## config.mk

```make
export PLATFORM = sky130hd
export DESIGN_NAME = ivs_frame_gen_flat
export DESIGN_NICKNAME = d
export VERILOG_FILES = /design/src/rtl/ivs_frame_gen_if.sv /design/src/rtl/ivs_frame_gen.sv /design/src/flat_wrapper.sv
export SDC_FILE = /design/constraint.sdc
export NUM_CORES = 1
export LEC_CHECK = 0
export BUFFER_PORTS_ARGS = -buffer_cell sky130_fd_sc_hd__buf_2
export CAP_MARGIN = 20
export CORE_MARGIN = 4
export CORE_UTILIZATION = 63
export CTS_CLUSTER_DIAMETER = 100
export DETAILED_ROUTE_END_ITERATION = 6
export GPL_ROUTABILITY_DRIVEN = 0
export PLACE_DENSITY = 0.86
export REMOVE_ABC_BUFFERS = 1
export SETUP_SLACK_MARGIN = 0.1
export SLEW_MARGIN = 20
export SYNTH_ARGS = -nofsm -noshare
export SYNTH_HDL_FRONTEND = slang
export SYNTH_SLANG_ARGS = --single-unit
```

## constraint.sdc

```tcl
create_clock -name hclk -period 5.8 [get_ports hclk]
set_clock_uncertainty 0.1 [all_clocks]
set_input_delay 0 -clock hclk [delete_from_list [all_inputs] [get_ports hclk]]
set_output_delay 0 -clock hclk [all_outputs]
set_load 0.05 [all_outputs]
```

## src/rtl/ivs_frame_gen_if.sv

```systemverilog
// Pixel-address request channel between the IVS frame generator and the fetch/DMA stage.
// One beat moves on every cycle where req_valid and req_ready are both high.
interface ivs_frame_gen_if #(
  parameter int AW = 32
) ();
  logic          req_valid;
  logic          req_ready;
  logic [AW-1:0] req_addr;
  logic          req_eol;
  logic          req_eof;

  modport master (
    output req_valid,
    output req_addr,
    output req_eol,
    output req_eof,
    input  req_ready
  );

  modport slave (
    input  req_valid,
    input  req_addr,
    input  req_eol,
    input  req_eof,
    output req_ready
  );
endinterface

```

## src/rtl/ivs_frame_gen.sv

```systemverilog
// IVS raster frame generator: walks a width x height pixel window line by line and emits
// one byte address per accepted beat, with busy/done-irq/config-error status and a frame counter.
module ivs_frame_gen #(
  parameter int AW        = 32,
  parameter int DIM_W     = 16,
  parameter int BPP_BYTES = 4
) (
  input  logic             hclk,
  input  logic             hrst_n,
  input  logic             sw_rst,
  input  logic [31:0]      glb_ctrl,
  input  logic [AW-1:0]    cfg_par0,
  input  logic [31:0]      cfg_par1,
  input  logic [AW-1:0]    cfg_par2,
  ivs_frame_gen_if.master  req,
  output logic             busy,
  output logic             done_irq,
  output logic             cfg_err,
  output logic [15:0]      frm_cnt
);

  typedef enum logic [1:0] {
    IDLE = 2'd0,
    LOAD = 2'd1,
    RUN  = 2'd2,
    DONE = 2'd3
  } state_t;

  // Every flop of the block lives in one record so both reset sources clear it identically.
  typedef struct packed {
    state_t           state;
    logic             start_prev;
    logic [AW-1:0]    base;
    logic [AW-1:0]    stride;
    logic [AW-1:0]    line_base;
    logic [AW-1:0]    addr;
    logic [DIM_W-1:0] wid;
    logic [DIM_W-1:0] hgt;
    logic [DIM_W-1:0] x;
    logic [DIM_W-1:0] y;
    logic             valid;
    logic             eol;
    logic             eof;
    logic             busy;
    logic             done_irq;
    logic             cfg_err;
    logic [15:0]      frm_cnt;
  } regs_t;

  regs_t r;

  logic             start_edge;
  logic             handshake;
  logic [DIM_W-1:0] x_nxt;
  logic [DIM_W-1:0] y_nxt;
  logic [AW-1:0]    line_base_nxt;
  logic [AW-1:0]    addr_nxt;
  logic             eol_nxt;
  logic             eof_nxt;
  logic             unused_ctrl_bits;

  assign start_edge       = glb_ctrl[0] & ~r.start_prev;
  assign handshake        = r.valid & req.req_ready;
  assign unused_ctrl_bits = ^glb_ctrl[31:4];

  // Position and beat flags for the pixel after the one currently presented.
  always_comb begin
    // NOTE: every always_comb output gets a default first so no path leaves it unassigned (no latch).
    x_nxt         = r.x + DIM_W'(1);
    y_nxt         = r.y;
    line_base_nxt = r.line_base;
    addr_nxt      = r.addr + AW'(BPP_BYTES);
    if (r.eol) begin
      x_nxt         = '0;
      y_nxt         = r.y + DIM_W'(1);
      line_base_nxt = r.line_base + r.stride;
      addr_nxt      = line_base_nxt;
    end
    eol_nxt = (x_nxt == r.wid - DIM_W'(1));
    eof_nxt = eol_nxt && (y_nxt == r.hgt - DIM_W'(1));
  end

  // NOTE: sequential state uses non-blocking assignments only, so every flop samples pre-edge values.
  always_ff @(posedge hclk or negedge hrst_n) begin
    if (!hrst_n) begin
      r <= '0;
    end else if (sw_rst) begin
      r <= '0;
    end else begin
      r.start_prev <= glb_ctrl[0];
      if (glb_ctrl[3]) r.done_irq <= 1'b0;

      case (r.state)
        IDLE: begin
          if (start_edge) begin
            r.done_irq <= 1'b0;
            r.cfg_err  <= 1'b0;
            if ((cfg_par1[DIM_W-1:0] == '0) || (cfg_par1[2*DIM_W-1:DIM_W] == '0)) begin
              r.cfg_err <= 1'b1;
            end else begin
              r.base   <= cfg_par0;
              r.stride <= cfg_par2;
              r.wid    <= cfg_par1[DIM_W-1:0];
              r.hgt    <= cfg_par1[2*DIM_W-1:DIM_W];
              r.busy   <= 1'b1;
              r.state  <= LOAD;
            end
          end
        end

        LOAD: begin
          r.x         <= '0;
          r.y         <= '0;
          r.line_base <= r.base;
          r.addr      <= r.base;
          r.valid     <= 1'b1;
          r.eol       <= (r.wid == DIM_W'(1));
          r.eof       <= (r.wid == DIM_W'(1)) && (r.hgt == DIM_W'(1));
          r.state     <= RUN;
        end

        RUN: begin
          if (handshake) begin
            if (glb_ctrl[2]) begin
              r.valid <= 1'b0;
              r.eol   <= 1'b0;
              r.eof   <= 1'b0;
              r.busy  <= 1'b0;
              r.state <= IDLE;
            end else if (r.eof) begin
              r.valid <= 1'b0;
              r.eol   <= 1'b0;
              r.eof   <= 1'b0;
              r.state <= DONE;
            end else begin
              r.x         <= x_nxt;
              r.y         <= y_nxt;
              r.line_base <= line_base_nxt;
              r.addr      <= addr_nxt;
              r.eol       <= eol_nxt;
              r.eof       <= eof_nxt;
            end
          end
        end

        DONE: begin
          r.frm_cnt <= r.frm_cnt + 16'd1;
          if (glb_ctrl[1]) r.done_irq <= 1'b1;
          r.busy  <= 1'b0;
          r.state <= IDLE;
        end

        default: r.state <= IDLE;
      endcase
    end
  end

  assign req.req_valid = r.valid;
  assign req.req_addr  = r.addr;
  assign req.req_eol   = r.eol;
  assign req.req_eof   = r.eof;
  assign busy          = r.busy;
  assign done_irq      = r.done_irq;
  assign cfg_err       = r.cfg_err;
  assign frm_cnt       = r.frm_cnt;

endmodule

```

## src/flat_wrapper.sv

```systemverilog
// flat-port wrapper written by rule: the top's interface ports become plain ports
module ivs_frame_gen_flat 
#(
  parameter int AW        = 32,
  parameter int DIM_W     = 16,
  parameter int BPP_BYTES = 4
)
  (hclk, hrst_n, sw_rst, glb_ctrl, cfg_par0, cfg_par1, cfg_par2, busy, done_irq, cfg_err, frm_cnt, req_req_valid, req_req_addr, req_req_eol, req_req_eof, req_req_ready);
  ivs_frame_gen_if #(.AW(AW)) req_i ();
  input  logic hclk;
  input  logic hrst_n;
  input  logic sw_rst;
  input  logic [31:0] glb_ctrl;
  input  logic [AW-1:0] cfg_par0;
  input  logic [31:0] cfg_par1;
  input  logic [AW-1:0] cfg_par2;
  output logic busy;
  output logic done_irq;
  output logic cfg_err;
  output logic [15:0] frm_cnt;
  output wire logic [$bits(req_i.req_valid)-1:0] req_req_valid;
  output wire logic [$bits(req_i.req_addr)-1:0] req_req_addr;
  output wire logic [$bits(req_i.req_eol)-1:0] req_req_eol;
  output wire logic [$bits(req_i.req_eof)-1:0] req_req_eof;
  input wire logic [$bits(req_i.req_ready)-1:0] req_req_ready;
  assign req_req_valid = req_i.req_valid;
  assign req_req_addr = req_i.req_addr;
  assign req_req_eol = req_i.req_eol;
  assign req_req_eof = req_i.req_eof;
  assign req_i.req_ready = req_req_ready;
  ivs_frame_gen #(.AW(AW), .DIM_W(DIM_W), .BPP_BYTES(BPP_BYTES)) u_core (.hclk(hclk), .hrst_n(hrst_n), .sw_rst(sw_rst), .glb_ctrl(glb_ctrl), .cfg_par0(cfg_par0), .cfg_par1(cfg_par1), .cfg_par2(cfg_par2), .req(req_i), .busy(busy), .done_irq(done_irq), .cfg_err(cfg_err), .frm_cnt(frm_cnt));
endmodule
```

==> flow_summary_export.csv <==
group,metric,value,unit
run_status,status,"finished, final reports clean",
floorplanning,die_w,156,um
timing,worstMarginPinSlew,1050,ps
pwr,p_comb_frac,0.393,
pwr,peakVddDrop,286,uV
clock_tree,h-tree-depth,1,
clock_tree,postCtsSetupBuffers,0,
global_routing,grt_antenna_before_repair,0,
setup_path,timing.rr.start,"u_core.r[215]",
finish,area_growth,18.4,%
clock_tree,worstSkewPairLatency,540,ps
setup_path,start_kind,"flip-flop",
setup_path,critPathKind,"reg2reg",
setup_path,crit_start,"u_core.r[215]",
min_path,worstHoldStart,"cfg_par0[6]",
finish,ff_latch_area,5430,sq um
placement,dpl.hpwl,25000,um
timing,fin_crit_sh,0.712,
synthesis,yosys_warnings,0,
drt,drc,0,
synthesis,synth_top_area_frac,0.393,
drt,first_iter_violations,1382,
synthesis,synthFlopType,"dfrtp_1",
timing,setup_viol_count_final,0,
finish,fill_cells,1392,
placement,io_buffers,157,
synthesis,synth_seq_cells,217,
synthesis,synth.most_common_cell,"nand2_1",
pwr,cellInternalPower,3.53,mW
min_path,hold_path.class,"in2reg",
timing,min_period,4130,ps
drt,post_drt_wl_per_cell,18.9,um
synthesis,synth_edf_count,0,
setup_path,worstPathMaxFanout,55,
clock_tree,cts_root_buffer,"clkbuf_16",
timing,fin_tns_setup,0,ps
clock_tree,cts_resized,0,
global_routing,grt_max_degree,97,
pwr,powerDensity,366,nW/um^2
global_routing,grt_overflow,0,
clock_tree,clk_pin_slew,70,ps
synthesis,avgSynthCellArea,8.37,sq um
clock_tree,numCtsBuffers,25,
pwr,pwr-share-seq,0.333,
drt,dr.pass1.iters,6,
clock_tree,cts_tree,"done",
setup_path,cp-end-kind,"flip-flop",
drt,detail_route.vias_per_cell,6.26,
timing,slew_headroom,0.303,
floorplanning,num_rows,53,
global_routing,grt_pass1_wl,66000,um
timing,fmaxAchievable,242,MHz
pwr,power_leakage,7.46,nW
floorplanning,die_area,24400,sq um
clock_tree,clkSinkCount,217,
synthesis,yosysSeqAreaShare,0.393,
finish,drive_above_1_share,0.129,
synthesis,synthesis.instances,1651,
finish,multi_input_comb_area,7540,sq um
floorplanning,fp.dieH,156,um
finish,diodes,0,
job,maxCapViolations,0,
pwr,clockPowerShare,0.274,
synthesis,async_flop_share,1.00,
clock_tree,cts_hold_buffers,117,
drt,routed_wl,40200,um
synthesis,syn_area,13800,sq um
finish,nets,2012,
setup_path,crit_arrival,4500,ps
drt,ant_nets,0,
clock_tree,clockBufferDepth,3,
floorplanning,initial_utilization,0.649,
floorplanning,ios,186,
global_routing,grt_pass1_vias,13266,
timing,final-hold-violation-count,0,
timing,hold_ws,143,ps
pwr,p_sw,2.45,mW
pwr,netSwitchingFraction,0.410,
synthesis,synthTopCellsByArea,"dfrtp_1 39%, nand2_1 8.6%, a21oi_1 6.3%",
floorplanning,core,21300,sq um
timing,drv_slew,0,
global_routing,grt_use_total,0.328,
timing,rsz0062_at_grt,"false",
synthesis,yosys.cell_types.count,84,
synthesis,yosysTopAreaCell,"dfrtp_1",
drt,vias,13301,
setup_path,cp_data_required_time,6170,ps
synthesis,synth_common_cells,"315 x nand2_1, 217 x dfrtp_1, 174 x a21oi_1",
registers in the layout (all words and copies together) (netlist names):
name	flops
u_core.cfg_err	1
u_core.frm_cnt	16
u_core.r	163
u_core.done_irq	1
u_core.busy	1
u_core.req.req_valid	1
u_core.req.req_addr	32
u_core.req.req_eof	1
u_core.req.req_eol	1
routing by layer:
metal | wire length (um) | GRT usage
met2 | 18900 | 0.544
met3 | 3690 | 0.0541
met1 | 15700 | 0.429
met4 | 1830 | 0.138
met5 | 0 | 0
cell type report:
type,instances,area share
clock inverters,11,0.00833
inverters,30,0.00688
multi-input cells,1270,0.461
flip-flops and latches,217,0.332
clock buffers,32,0.0429
well taps,275,0.0210
repair buffers,291,0.128
worst paths after layout:
path | depth (start not counted) | to | slack [ps]
worst max-delay path | 14 | u_core.req.req_addr[29] | 1670
worst min-delay path | 4 | u_core.r[188] | 140
worst max register to register | 14 | u_core.req.req_addr[29] | 1670
worst min register to register | 1 | u_core.req.req_addr[0] | 380
max in group asynchronous | 4 | u_core.r[182] | 3680
min in group asynchronous | 3 | u_core.r[83] | 490
kinds of logic (layout without fill, tap and decap cells):
logic type | count (synthesis) | in the layout | share of synthesized area
buffers and inverters | 164 | 364 | 0.0625
adder cells (fa/ha/maj) | 45 | 45 | 0.0413
AO/OA/AOI/OAI | 440 | 440 | 0.195
flip-flops | 217 | 217 | 0.393
XOR/XNOR | 141 | 141 | 0.0893
AND/OR/NAND/NOR | 633 | 633 | 0.211
multiplexers | 11 | 11 | 0.00806
layout by cell type, fill, tap and decap left out, types with 28 or more instances in the layout:
cell and n:
ha_1 43, inv_1 29, nand3_1 51, dfrtp_1 217, xnor2_1 89, dlygate4sd3_1 117
nor2_1 104, buf_2 155, xor2_1 52, a21oi_1 174, nand2_1 315, nor3_1 28
o21ai_0 102
power by group through the flow:
stage / logic (mW) / clock network, mW / registers (mW)
final: 2.35 / 1.64 / 1.99
after global routing: 2.56 / 1.71 / 2.02
after CTS: 2.31 / 1.65 / 1.98
after detailed placement: 2.23 / 0 / 2.00
after global placement: 2.16 / 0 / 1.99
after floorplan: 1.37 / 0 / 2.20
critical path, stage by stage, from the launching register on:
cell and delay (ps):
dfrtp_1 430, inv_1 140, ha_2 200, buf_4 560, and3_1 280, a211oi_2 50
buf_4 200, or2_2 580, nor2_1 540, buf_4 260, o21ai_0 90, a21oi_1 240
nand2b_1 80, mux2i_1 150, a221o_1 130
per-stage QoR:
stage	util	worst slack [ps]	total power, mW	area (sq um)	std cells
floorplan	-	412	3.57	13100	1517
CTS	0.769	1790	5.94	16400	2126
global route	0.769	1530	6.29	16400	2126
finish	0.769	1670	5.99	16400	2126
global placement	0.674	1900	4.15	14400	1966
detailed placement	0.674	1800	4.23	14400	1966
No activity file was read; power rests on OpenSTA's default activity.
